<file path="src/rtl/regbank_write_arbiter_pkg.sv">
// Shared definitions for the register-bank write arbiter:
// mux source codes, FSM state codes, requester indices and helpers.
package regbank_write_arbiter_pkg;

  localparam logic [1:0] SRC_ALU  = 2'b00;
  localparam logic [1:0] SRC_REG  = 2'b01;
  localparam logic [1:0] SRC_IMM  = 2'b10;
  localparam logic [1:0] SRC_ZERO = 2'b11;

  localparam logic [1:0] REQ_ALU = 2'd0;
  localparam logic [1:0] REQ_REG = 2'd1;
  localparam logic [1:0] REQ_IMM = 2'd2;
  localparam logic [1:0] REQ_CLR = 2'd3;

  localparam int NREQ = 4;

  typedef enum logic [1:0] {
    ST_IDLE   = 2'd0,
    ST_WRITE  = 2'd1,
    ST_HALTED = 2'd2
  } state_e;

  typedef struct packed {
    logic [1:0] src;
    logic [2:0] dst;
  } wsel_t;

  // One-hot grant to requester index.
  function automatic logic [1:0] oh2idx(
    input logic [3:0] oh
  );
    return {oh[3] | oh[2], oh[3] | oh[1]};
  endfunction

  // Requester index to bank source-mux code.
  function automatic logic [1:0] src_of(
    input logic [1:0] idx
  );
    logic [1:0] s;
    unique case (idx)
      REQ_ALU: s = SRC_ALU;
      REQ_REG: s = SRC_REG;
      REQ_IMM: s = SRC_IMM;
      REQ_CLR: s = SRC_ZERO;
      default: s = SRC_ZERO;
    endcase
    return s;
  endfunction

endpackage

</file>
<file path="src/rtl/rr_arbiter4.sv">
// Four-way combinational arbiter: rotating priority from ptr_i when
// rr_en_i=1, else fixed priority with index 0 highest. One-hot gnt_o.
module rr_arbiter4 (
  input  logic [3:0] req_i,
  input  logic [1:0] ptr_i,
  input  logic       rr_en_i,
  output logic [3:0] gnt_o
);

  logic [1:0] base;
  logic [1:0] idx;
  logic       found;

  assign base = rr_en_i ? ptr_i : 2'd0;

  // Scan four slots starting at base; 2-bit index wraps naturally.
  always_comb begin
    gnt_o = '0;
    found = 1'b0;
    idx   = '0;
    for (int k = 0; k < 4; k++) begin
      idx = base + 2'(k);
      if (!found && req_i[idx]) begin
        gnt_o[idx] = 1'b1;
        found      = 1'b1;
      end
    end
  end

endmodule

</file>
<file path="src/rtl/regbank_write_arbiter.sv">
// Shares the 8x8 register bank write port among ALU, move, immediate and
// clear requesters. Registers grant, mux/dest selects, E, Acks, WrCount.
//  in : CLK, Reset(async low), Halt, Req{A,R,I,Z}, Dst{A,R,I,Z}[2:0]
//  out: Ack{A,R,I,Z}, MS1/MS0, RS2..RS0, E, Busy, WrCount[CNT_W-1:0]
module regbank_write_arbiter
  import regbank_write_arbiter_pkg::*;
#(
  parameter bit RR_EN = 1'b1,
  parameter int CNT_W = 8
) (
  input  logic             CLK,
  input  logic             Reset,
  input  logic             Halt,
  input  logic             ReqA,
  input  logic [2:0]       DstA,
  input  logic             ReqR,
  input  logic [2:0]       DstR,
  input  logic             ReqI,
  input  logic [2:0]       DstI,
  input  logic             ReqZ,
  input  logic [2:0]       DstZ,
  output logic             AckA,
  output logic             AckR,
  output logic             AckI,
  output logic             AckZ,
  output logic             MS1,
  output logic             MS0,
  output logic             RS2,
  output logic             RS1,
  output logic             RS0,
  output logic             E,
  output logic             Busy,
  output logic [CNT_W-1:0] WrCount
);

  state_e state_q, state_d;

  logic [3:0]       req;
  logic [3:0]       gnt;
  logic [1:0]       win_idx;
  wsel_t            win;
  logic             grant_en;

  logic [1:0]       ptr_q, ptr_d;
  logic             e_q, e_d;
  logic [3:0]       ack_q, ack_d;
  wsel_t            sel_q, sel_d;
  logic [CNT_W-1:0] cnt_q, cnt_d;

  assign req = {ReqZ, ReqI, ReqR, ReqA};

  rr_arbiter4 u_arb (
    .req_i   (req),
    .ptr_i   (ptr_q),
    .rr_en_i (RR_EN),
    .gnt_o   (gnt)
  );

  assign win_idx = oh2idx(gnt);

  always_comb begin
    win.src = src_of(win_idx);
    unique case (1'b1)
      gnt[REQ_ALU]: win.dst = DstA;
      gnt[REQ_REG]: win.dst = DstR;
      gnt[REQ_IMM]: win.dst = DstI;
      gnt[REQ_CLR]: win.dst = DstZ;
      default:      win.dst = '0;
    endcase
  end

  // A grant is made on every edge that enters or stays in WRITE.
  always_comb begin
    state_d  = state_q;
    grant_en = 1'b0;
    unique case (state_q)
      ST_IDLE, ST_WRITE: begin
        if (Halt) begin
          state_d = ST_HALTED;
        end else if (|req) begin
          state_d  = ST_WRITE;
          grant_en = 1'b1;
        end else begin
          state_d = ST_IDLE;
        end
      end
      ST_HALTED: begin
        if (!Halt) state_d = ST_IDLE;
      end
      default: state_d = ST_IDLE;
    endcase
  end

  // Selects hold their last value while E=0.
  always_comb begin
    e_d   = grant_en;
    ack_d = '0;
    sel_d = sel_q;
    ptr_d = ptr_q;
    cnt_d = cnt_q;
    if (grant_en) begin
      ack_d = gnt;
      sel_d = win;
      ptr_d = win_idx + 2'd1;
      cnt_d = cnt_q + CNT_W'(1);
    end
  end

  always_ff @(posedge CLK or negedge Reset) begin
    if (!Reset) begin
      state_q <= ST_IDLE;
      ptr_q   <= REQ_ALU;
      e_q     <= 1'b0;
      ack_q   <= '0;
      sel_q   <= '{src: SRC_ZERO, dst: 3'd0};
      cnt_q   <= '0;
    end else begin
      state_q <= state_d;
      ptr_q   <= ptr_d;
      e_q     <= e_d;
      ack_q   <= ack_d;
      sel_q   <= sel_d;
      cnt_q   <= cnt_d;
    end
  end

  assign AckA = ack_q[REQ_ALU];
  assign AckR = ack_q[REQ_REG];
  assign AckI = ack_q[REQ_IMM];
  assign AckZ = ack_q[REQ_CLR];

  assign {MS1, MS0}      = sel_q.src;
  assign {RS2, RS1, RS0} = sel_q.dst;

  assign E       = e_q;
  assign Busy    = e_q | (|req);
  assign WrCount = cnt_q;

endmodule

</file>
<file path="config.mk">
export PLATFORM = sky130hd
export DESIGN_NAME = regbank_write_arbiter
export DESIGN_NICKNAME = d
export VERILOG_FILES = /design/src/rtl/regbank_write_arbiter_pkg.sv /design/src/rtl/rr_arbiter4.sv /design/src/rtl/regbank_write_arbiter.sv
export SDC_FILE = /design/constraint.sdc
export NUM_CORES = 1
export LEC_CHECK = 0
export BUFFER_PORTS_ARGS = -buffer_cell sky130_fd_sc_hd__buf_2
export CAP_MARGIN = 20
export CORE_MARGIN = 5
export CORE_UTILIZATION = 50
export DETAILED_ROUTE_END_ITERATION = 6
export GPL_ROUTABILITY_DRIVEN = 0
export PLACE_DENSITY = 0.88
export SYNTH_ARGS = -nofsm -noshare
export SYNTH_HDL_FRONTEND = slang
export SYNTH_HIERARCHICAL = 1
export SYNTH_SLANG_ARGS = --single-unit
</file>
<file path="constraint.sdc">
create_clock -name CLK -period 3 [get_ports CLK]
set_input_delay 0.3 -clock CLK [delete_from_list [all_inputs] [get_ports CLK]]
set_output_delay 0.3 -clock CLK [all_outputs]
set_load 0.1 [all_outputs]
</file>
# Yosys cells after proc, flatten, opt, wreduce, memory -nomap -nowiden
# Cells that the tools add are included.
# Widths: inputs -> output; s select.
op_classes:
  n_addsub: 5
  n_lt_le_gt_ge: 8
  n_eq_ne: 6
  n_mux: 33
  n_bitwise: 6
  n_reduce_logical: 14
op_table:
  columns: ["operator", "n"]
  rows:
  - ["$mux 4", 5]
  - ["$mux 1", 15]
  - ["$lt 2x3->1 const B", 4]
  - ["$or 4x4->4", 3]
  - ["$pmux 3 s4", 1]
  - ["$add 8x1->8 const B", 1]
  - ["$bmux 1 s2", 4]
  - ["$demux 1 s2", 4]
  - ["$ge 2x1->1 const B", 4]
  - ["$pmux 2 s4", 1]
  - ["$logic_and 1x1->1", 7]
  - ["$eq 2x2->1 const B", 3]
  - ["$add 2x1->2 const B", 2]
  - ["$add 2x2->2 const B", 2]
  - ["$eq 2x1->1 const B", 2]
  - ["$logic_not 2->1", 2]
  - ["$mux 2", 2]
  - ["$pmux 2 s2", 1]
  - ["$reduce_or 4->1", 1]
  - ["$logic_not 1->1", 3]
  - ["$or 1x1->1", 3]
  - ["$ne 2x2->1 const B", 1]
  - ["$reduce_or 2->1", 1]
totals:
  register_bits: 22
  input_bits: 19
  output_inout_bits: 19
  elab_cells: 79

# Depth between registers and ports, before layout
# Gate-level depths: netlist of the first run.
logic_depth:
  ltp_word: 15
  mapped_depth: 9

# Modules after synthesis
# The synthesis of the first run kept the hierarchy.
by_module_without_submodules:
  columns: ["module", "instances", "cells_per_inst", "area_each_um2", "seq_area_each_um2"]
  rows:
  - ["regbank_write_arbiter", 1, 78, 949.7, 553.0]
  - ["rr_arbiter4", 1, 51, 407.9, 0.0]

# Worst setup path before layout of the first run
# OpenSTA, ideal clock, no wires.
synth_timing:
  path_type: "register to register"
  from: "register ptr_q[0]"
  to: "register ptr_q[1]"
  setup_time_ps: 125
  arrival_ps: 2473
  slack_ps: 402
  path_stages_with_launch: 10
  period_less_slack_ps: 2598
  cell_sequence: "dfrtp_1 -> nand2_1 -> ha_1 -> or3b_1 -> a2111oi_4 -> o21ai_0 -> nand4_1 -> xnor2_1 -> nor2_1 -> mux2_4"
synth_between:
  elab_chain_len: 14
synth_lines:
  columns: ["item", "line", "source"]
  rows:
  - ["start: declaration", "regbank_write_arbiter.sv:44", "logic [1:0] ptr_q, ptr_d;"]
  - ["start signal: assignment", "regbank_write_arbiter.sv:119", "ptr_q <= ptr_d;"]
  - ["parallel branches: the longest is 11 deep, another holds $lt 2x3->1", null, null]
  - ["$mux 4 *", "rr_arbiter4.sv:23", "if (!found && req_i[idx]) begin"]
  - ["net gnt[2]", "regbank_write_arbiter.sv:39", "logic [3:0] gnt;"]
  - ["$or 1x1->1 *", "regbank_write_arbiter_pkg.sv:32", "return {oh[3] | oh[2], oh[3] | oh[1]};"]
  - ["$add 2x1->2 *", "regbank_write_arbiter.sv:104", "ptr_d = win_idx + 2'd1;"]
# Mark *: on every way through the listed nets, which the timed path passes. The select of a mux whose other input is x is not followed.
# A chain may end at the register's enable or synchronous reset.

# Worst setup path in the final report of the first run
layout_timing:
  from: "register ptr_q[1]"
  to: "register ptr_q[1]"
# The elaborated chain is that of the path after synthesis.

==> flow_metrics.py, run 1 <==
metrics = {
    "run_status": {
        "outcome": "completed",
    },
    "die": {
        "ios": 38,
        "rows": 18,
        "dieArea_um2": 3860,
        "initial_core_util_pct": 53.3,
        "fp.dieW_um": 62.1,
        "coreArea_um2": 2540,
        "die_h_um": 62.1,
    },
    "drt": {
        "first_pass_iters": 4,
        "viasPerCell": 5.75,
        "antenna_left": 0,
        "wl_um": 3140,
        "drc": 0,
        "wl_per_cell_um": 15.5,
        "num_vias": 1168,
        "drtIter0Drc": 58,
    },
    "logic_synthesis": {
        "synth_top_area_share_pct": 36.9,
        "syn_area_um2": 1360,
        "synth_edf_count": 0,
        "ys_warn_count": 6,
        "ys_top_cells_by_area": "dfrtp_1 37%, ha_1 6.5%, xnor2_1 4.5%",
        "synth_ff_type": "dfrtp_1",
        "yosysTopAreaCell": "dfrtp_1",
        "synthCells": 129,
        "yosysMostFrequentCell": "dfrtp_1",
        "ys_seq_area_share_pct": 40.7,
        "synth.distinct_cells": 41,
        "syn_area_per_cell_um2": 10.5,
        "synth_seq_cells": 22,
        "ys_top_cells_by_count": "20 x dfrtp_1, 8 x nand4_1, 7 x ha_1, 7 x nand3_1, 7 x xnor2_1",
        "synthArstFlopShare_pct": 100,
    },
    "timing": {
        "fin_skew_ps": 5.54,
        "clock.fmax_mhz": 361,
        "worst_pin_slew_ps": 850,
        "rsz0062_at_grt": "false",
        "slew-limit-headroom_pct": 42.6,
        "finalHoldViolCount": 0,
        "finalSetupViolations": 0,
        "tns_ps": 0,
        "drv_slew": 0,
        "layout_min_cycle_time_ps": 2770,
        "period_share_pct": 92.4,
    },
    "clock_network": {
        "ctsHoldBuffers": 1,
        "clk_pin_slew_ps": 120,
        "htree_levels": 1,
        "clock-sinks": 22,
        "clk_latency_ps": 300,
        "post_cts_resized": 0,
        "clock-root-buffer": "clkbuf_4",
        "numCtsBuffers": 3,
        "clockBufferDepth": 2,
        "postCtsSetupRepairBufs": 0,
        "tritoncts": "yes",
    },
    "run": {
        "drv_cap": 0,
    },
    "setup_path": {
        "timing.rr.end": "ptr_q[1]$_DFFE_PN0P_",
        "crit_required_ps": 3190,
        "crit_slowest_cell": "dfrtp_1",
        "max_stage_delay_ps": 470,
        "critPathBufInv": 0,
        "cp-startpoint": "ptr_q[1]$_DFFE_PN0P_",
        "cp_max_fo": 7,
        "crit_chain": "nand2_1 -> ha_1 -> or3b_1 -> a2111oi_2 -> o21ai_0 -> nand4_1 -> xnor2_1 -> nor2_1 -> mux2_4",
        "start_kind": "register",
        "cp_top_family": "simple AND/OR/NAND/NOR gates",
        "worst-r2r-cell-count": 9,
        "r2r-start": "ptr_q[1]$_DFFE_PN0P_",
        "cp.arrival_ps": 2970,
        "critical_path_class": "register to register",
        "endpoint_kind": "register",
        "reg2reg_slack_ps": 230,
    },
    "grt": {
        "grt_overflow_total": 0,
        "grt_pass1_wl_um": 5400,
        "grt_pass1_vias": 1176,
        "antenna_found_initial": 0,
        "grt_start_max_net_pins": 23,
        "grt_usage_pct": 16.4,
    },
    "power": {
        "swShare_pct": 58.1,
        "p_clk_share_pct": 9.2,
        "p_leak_nw": 0.758,
        "combPwrFrac_pct": 63.1,
        "power_frac_seq_pct": 27.6,
        "p_int_w": 0.000717,
        "peakVddDrop_mv": 1.14,
        "p_per_area_nw_per_um2": 1050,
        "power_switching_w": 0.000995,
    },
    "cells_and_area": {
        "n_antenna_cell": 0,
        "drive_gt1_share_pct": 34.1,
        "num-nets-final": 200,
        "design_area_um2": 1630,
        "syn_to_final_growth_pct": 19.8,
    },
    "hold_path": {
        "min_to": "state_q[1]$_DFFE_PN0P_",
        "holdPathStages": 2,
        "worst_hold_startpoint": "Halt",
        "hold_class": "input pin to register",
    },
    "placement": {
        "placed_cell_area_um2": 1580,
        "dp_hpwl_um": 2500,
        "port_buffers": 37,
    },
}
-- cell type report --
class,count,area (um^2)
repair buffers,40,210
multi-input cells,103,774
flip-flops and latches,22,553
well taps,30,37.5
clock buffers,4,36.3
fillers,209,918
inverters,4,15.0
-- cells by family after synthesis --
family                     after synthesis  share of synthesized area (%)
AOI/OAI and AO/OA                       32                           18.2
xor gates and xnor gates                 8                           5.16
adders and majority gates                7                           6.45
buffers and inverters                    8                           3.32
DFF                                     22                           40.7
muxes                                    6                           5.53
other                                    1                          0.276
and+or+nand+nor                         45                           20.4
-- power groups by stage --
stage / logic, W / registers (W) / clock network (W)
2_1_floorplan: 0.000339 / 0.00102 / 0
3_3_place_gp: 0.00106 / 0.000472 / 0
3_5_place_dp: 0.00108 / 0.000480 / 0
4_1_cts: 0.00108 / 0.000474 / 0.000164
5_1_grt: 0.00114 / 0.000490 / 0.000172
6_report: 0.00108 / 0.000473 / 0.000158
-- stage by stage --
stage	total power [W]	instances	utilization, %	hold WS [ps]	setup slack [ps]
floorplan	0.00136	133	-	4.41	402
global placement	0.00153	198	62.1	273	376
detailed placement	0.00156	198	62.1	290	266
CTS	0.00172	203	63.9	242	249
global route	0.00180	203	63.9	254	13.6
finish	0.00171	203	63.9	249	229
-- how the worst max path moves through the flow --
stage,end,slack (ps),depth (start not counted)
after floorplan,ptr_q[1]$_DFFE_PN0P_,400,9
after global placement,ptr_q[1]$_DFFE_PN0P_,380,9
after detailed placement,ptr_q[1]$_DFFE_PN0P_,270,9
after CTS,ptr_q[1]$_DFFE_PN0P_,250,9
after global routing,ptr_q[1]$_DFFE_PN0P_,10,9
final,ptr_q[1]$_DFFE_PN0P_,230,9
-- state kept, by name, indices dropped and copies added, names as in the netlist --
| register | cells |
|---|---|
| RS0 | 1 |
| E | 1 |
| MS1 | 1 |
| state_q | 2 |
| RS2 | 1 |
| ack_q | 4 |
| ptr_q | 2 |
| WrCount | 8 |
| RS1 | 1 |
| MS0 | 1 |
-- cell usage in the layout, fill, tap and decap left out, drive strengths merged, types with 2 or more instances in the layout --
cell	count
a2111oi	2
a21oi	5
a22oi	6
a31oi	3
and2	3
and3	4
buf	39
clkbuf	4
conb	5
dfrtp	20
dfstp	2
ha	7
inv	4
mux2	6
nand2	6
nand3	7
nand3b	3
nand4	8
nor2	5
o211ai	4
o21ai	6
or3b	3
xnor2	7
-- layer usage --
metal  vias to the layer above  wire (um)  GRT usage (%)
met4                         0         70           7.05
met1                       541       1380           21.5
met3                         8        201           3.24
met2                        48       1500           26.2
li1                        571          -              -
met5                         -          0              0
No activity file was read; power rests on OpenSTA's default activity.
==> run 2, diff against run 1 <==
- PLACE_DENSITY: 0.88 -> 0.82
==> run 2 against run 1 <==
Effect of this change:
- non-clock buffer count unchanged
- clock power is 39% higher
- register-to-register slack about the same
- clock-buffer cell count shrank 1
- via count grew 3.7%
- combinational power is essentially flat
- cell count stayed put
- routed wire length is 1.3% lower
- fmax hardly changed
- critical path depth unchanged
- core utilization grew 0.64 points
- worst hold slack better by 1.9 ps
==> flow_metrics.py, run 2 (synthesis gave the netlist of run 1 again) <==
metrics = {
    "cells_and_area": {
        "syn_to_final_growth_pct": 21.0,
        "multi_input_area_um2": 774,
        "ff_latch_area_um2": 553,
        "fillerInstances": 211,
        "final_cell_mix": "37 x buf_2, 20 x dfrtp_1, 8 x nand4_1",
        "layout_commonest_cell": "buf_2",
        "num-nets-final": 200,
        "largest_register_ffs": 8,
        "layoutNonFillerInstCount": 203,
        "n_antenna_cell": 0,
        "post-route-util_pct": 64.6,
        "design_area_um2": 1640,
        "drive_gt1_share_pct": 34.1,
    },
    "drt": {
        "wl_um": 3100,
        "drc": 0,
        "drtIter0Drc": 52,
        "first_pass_iters": 4,
        "viasPerCell": 5.97,
        "antenna_left": 0,
        "num_vias": 1211,
        "wl_per_cell_um": 15.3,
    },
    "placement": {
        "dp_hpwl_um": 2380,
        "placed_cell_area_um2": 1580,
        "pre_cts_slack_ps": 272,
        "dpl.cell_count": 198,
        "port_buffers": 37,
    },
    "clock_network": {
        "clk_pin_slew_ps": 120,
        "clock-root-buffer": "clkbuf_4",
        "postCtsSetupRepairBufs": 0,
        "htree_levels": 1,
        "tritoncts": "yes",
        "numCtsBuffers": 3,
        "clk_latency_ps": 300,
        "clockBufferDepth": 2,
        "clock-sinks": 22,
    },
    "setup_path": {
        "start_kind": "register",
        "cp_top_family": "simple AND/OR/NAND/NOR gates",
        "r2r-start": "ptr_q[1]$_DFFE_PN0P_",
        "crit_slowest_cell": "dfrtp_1",
        "critical_path_class": "register to register",
        "crit_chain": "nand2_1 -> ha_1 -> or3b_1 -> a2111oi_2 -> o21ai_0 -> nand4_1 -> xnor2_1 -> nor2_1 -> mux2_4",
        "max_stage_delay_ps": 470,
        "cp.arrival_ps": 2960,
        "crit_required_ps": 3190,
        "endpoint_kind": "register",
        "cp-startpoint": "ptr_q[1]$_DFFE_PN0P_",
        "cp_max_fo": 7,
        "critPathBufInv": 0,
    },
    "timing": {
        "drv_slew": 0,
        "setup_ws_ps": 230,
        "clock.fmax_mhz": 361,
        "tns_ps": 0,
        "slew-limit-headroom_pct": 44.8,
        "finalSetupViolations": 0,
        "worst_pin_slew_ps": 818,
        "fin_skew_ps": 8.42,
        "layout_min_cycle_time_ps": 2770,
        "finalHoldViolCount": 0,
        "period_share_pct": 92.3,
        "rsz0062_at_grt": "false",
    },
    "power": {
        "p_per_area_nw_per_um2": 1080,
        "peakVddDrop_mv": 0.922,
        "combPwrFrac_pct": 60.9,
        "power_frac_seq_pct": 26.7,
        "power_switching_w": 0.000993,
        "p_clk_share_pct": 12.4,
        "p_leak_nw": 0.765,
        "swShare_pct": 56.1,
        "p_int_w": 0.000777,
    },
    "grt": {
        "grt_pass1_wl_um": 5390,
        "grt_usage_pct": 16.6,
        "top_usage_layer": "met2",
        "grt_overflow_total": 0,
        "grt_pass1_vias": 1210,
        "grt_use_met1_pct": 19.7,
        "use_met2_pct": 29.1,
        "use_met3_pct": 3.60,
        "grt_start_max_net_pins": 23,
        "antenna_found_initial": 0,
    },
    "die": {
        "die_h_um": 62.1,
        "coreArea_um2": 2540,
        "fp.dieW_um": 62.1,
        "ios": 38,
        "rows": 18,
        "dieArea_um2": 3860,
        "initial_core_util_pct": 53.3,
    },
    "hold_path": {
        "hold_class": "input pin to register",
        "worst_hold_startpoint": "Halt",
    },
    "run": {
        "drv_cap": 0,
    },
    "run_status": {
        "outcome": "completed",
    },
}
-- run 2: cell count changes in the layout (fill, tap and decap cells not counted) --
cell,previous run,this run
clkbuf_8,1,0
bufinv_16,0,1
-- run 2: area by class of cell --
class	instances	area share, %
multi-input cells	103	47.1
clock buffers	3	1.37
well taps	30	2.28
repair buffers	40	12.8
inverters	4	0.914
flip-flops and latches	22	33.7
clock inverters	1	1.83
-- run 2: stage by stage --
step	total power, W	hold WS [ps]
6_report	0.00177	251
5_1_grt	0.00186	241
4_1_cts	0.00178	238
3_5_place_dp	0.00155	283
3_3_place_gp	0.00153	271
2_1_floorplan	0.00136	4.41
-- run 2: path summary, 6_finish.rpt --
check | end | slack (ps) | cells past startpoint
max in group asynchronous | MS1$_DFFE_PN1P_ | 2180 | 2
max | ptr_q[1]$_DFFE_PN0P_ | 230 | 9
max reg2reg | ptr_q[1]$_DFFE_PN0P_ | 230 | 9
min | state_q[1]$_DFFE_PN0P_ | 250 | 2
min in group asynchronous | WrCount[1]$_DFFE_PN0P_ | 460 | 2
min reg2reg | state_q[1]$_DFFE_PN0P_ | 440 | 1
-- run 2: power groups by stage --
stage | clock [W] | sequential [W] | combinational [W]
after global routing | 0.000241 | 0.000485 | 0.00114
after CTS | 0.000226 | 0.000472 | 0.00108
after floorplan | 0 | 0.00102 | 0.000339
after global placement | 0 | 0.000471 | 0.00106
final | 0.000219 | 0.000473 | 0.00108
after detailed placement | 0 | 0.000479 | 0.00108
-- run 2: layer usage --
layer  vias to the layer above  wire length (um)  part of all wire, %
li1                        577                 -                    -
met1                       575              1270                   41
met2                        55              1560                   50
met3                         4               227                  7.3
met4                         0                46                  1.5
met5                         -                 0                    0
-- run 2: timing repair --
action                    CTS  global route
hold buffers                1             0
gates resized for setup     0             0
hold endpoints to repair   20             0
==> run 3, diff against run 2 <==
- GPL_TIMING_DRIVEN: not set -> 0
==> run 3 against run 2 <==
Effect of this change:
- register-to-register slack worse by 40 ps
- global-route usage up 0.36 points
- cell count up 0.99%
- worst hold slack worse by 9.6 ps
- cell area up 1.8%
- critical path type unchanged
==> flow_metrics.py, run 3 (synthesis gave the netlist of run 1 again) <==
metrics = {
    "run_status": {
        "outcome": "completed",
    },
    "drt": {
        "drc": 0,
        "wl_um": 3200,
        "drtIter0Drc": 36,
        "first_pass_iters": 4,
        "antenna_left": 0,
        "num_vias": 1206,
        "wl_per_cell_um": 15.6,
        "viasPerCell": 5.88,
    },
    "timing": {
        "drv_slew": 0,
        "worst_pin_slew_ps": 861,
        "layout_min_cycle_time_ps": 2810,
        "tns_ps": 0,
        "rsz0062_at_grt": "false",
        "finalSetupViolations": 0,
        "finalHoldViolCount": 0,
        "slew-limit-headroom_pct": 41.9,
        "fin_skew_ps": 11.0,
        "period_share_pct": 93.8,
        "clock.fmax_mhz": 355,
    },
    "clock_network": {
        "clock-sinks": 22,
        "htree_levels": 1,
        "clk_pin_slew_ps": 130,
        "clockBufferDepth": 2,
        "tritoncts": "yes",
        "postCtsSetupRepairBufs": 0,
        "clock-root-buffer": "clkbuf_4",
        "numCtsBuffers": 3,
        "clk_latency_ps": 310,
    },
    "cells_and_area": {
        "largest_register_ffs": 8,
        "syn_to_final_growth_pct": 23.2,
        "n_antenna_cell": 0,
        "layout_commonest_cell": "buf_2",
        "layoutNonFillerInstCount": 205,
        "num-nets-final": 202,
        "final_cell_mix": "37 x buf_2, 20 x dfrtp_1, 8 x nand4_1",
        "fillerInstances": 220,
        "drive_gt1_share_pct": 34.3,
    },
    "grt": {
        "grt_usage_pct": 16.9,
        "grt_pass1_wl_um": 5650,
        "grt_overflow_total": 0,
        "grt_pass1_vias": 1269,
        "grt_start_max_net_pins": 23,
        "antenna_found_initial": 0,
    },
    "die": {
        "rows": 18,
        "dieArea_um2": 3860,
        "die_h_um": 62.1,
        "initial_core_util_pct": 53.3,
        "ios": 38,
        "fp.dieW_um": 62.1,
        "coreArea_um2": 2540,
    },
    "hold_path": {
        "hold_class": "input pin to register",
    },
    "power": {
        "peakVddDrop_mv": 0.954,
        "p_per_area_nw_per_um2": 1070,
        "p_leak_nw": 0.771,
    },
    "setup_path": {
        "cp_top_family": "simple AND/OR/NAND/NOR gates",
        "crit_chain": "nand2_2 -> ha_1 -> or3b_1 -> a2111oi_4 -> o21ai_1 -> nand4_1 -> xnor2_1 -> nor2_1 -> mux2_4",
        "crit_required_ps": 3190,
        "critPathBufInv": 0,
        "cp.arrival_ps": 3010,
        "endpoint_kind": "register",
        "start_kind": "register",
        "critical_path_class": "register to register",
        "max_stage_delay_ps": 440,
        "cp_max_fo": 7,
        "crit_slowest_cell": "dfrtp_1",
    },
    "run": {
        "drv_cap": 0,
    },
    "placement": {
        "dpl.cell_count": 200,
        "port_buffers": 37,
        "dp_hpwl_um": 2460,
    },
}
-- run 3: worst reg2reg max path: stages (launching register included) --
cell and delay (ps):
dfrtp_1 440, nand2_2 160, ha_1 400, or3b_1 420
a2111oi_4 440, o21ai_1 140, nand4_1 230, xnor2_1 150
nor2_1 60, mux2_4 260
-- run 3: per-layer routing --
metal	GRT usage, %	share of wire [%]	up-vias
li1	-	-	578
met1	20.4	43	591
met2	29.9	52	35
met3	3.06	4.6	2
met4	5.69	0.69	0
met5	0	0	-
-- run 3: path summary, 6_finish.rpt --
check,start,endpoint,slack [ps],cells after the start
worst max-delay path,ptr_q[0]$_DFFE_PN0P_,ptr_q[1]$_DFFE_PN0P_,190,9
worst min-delay path,Halt,state_q[1]$_DFFE_PN0P_,240,2
worst max register to register,ptr_q[0]$_DFFE_PN0P_,ptr_q[1]$_DFFE_PN0P_,190,9
worst min register to register,state_q[0]$_DFFE_PN0P_,state_q[1]$_DFFE_PN0P_,430,1
max in group asynchronous,Reset,MS1$_DFFE_PN1P_,2170,2
min in group asynchronous,Reset,WrCount[6]$_DFFE_PN0P_,470,2
-- run 3: stage by stage --
step           hold WS (ps)  area [um^2]  util (%)  setup slack, ps  total power, W
3_5_place_dp            284         1600      62.7             89.9         0.00156
6_report                242         1670      65.7              185         0.00178
4_1_cts                 232         1660      65.1             68.8         0.00178
2_1_floorplan          4.41         1370         -              402         0.00136
5_1_grt                 243         1670      65.7             56.0         0.00188
3_3_place_gp            271         1600      62.7              143         0.00152
-- run 3: area by class of cell --
type | count | area [um^2] | share of cell area (%)
Clock inverter | 1 | 30.0 | 1.80
Timing Repair Buffer | 38 | 195 | 11.7
Multi-Input combinational cell | 103 | 790 | 47.2
Tap cell | 30 | 37.5 | 2.24
Sequential cell | 22 | 553 | 33.1
Buffer | 4 | 30.0 | 1.80
Inverter | 4 | 15.0 | 0.898
Clock buffer | 3 | 22.5 | 1.35
-- run 3: where the power goes --
group / internal, W / switching [W]
combinational: 0.000248 / 0.000840
sequential: 0.000393 / 0.0000800
clock: 0.000135 / 0.0000879
-- run 3: timing repair --
action / 4_1_cts / 5_1_grt
endpoints found under the hold margin: 20 / 0
setup endpoints to repair: 0 / 3
hold buffers: 1 / 0
gates resized for setup: 0 / 2
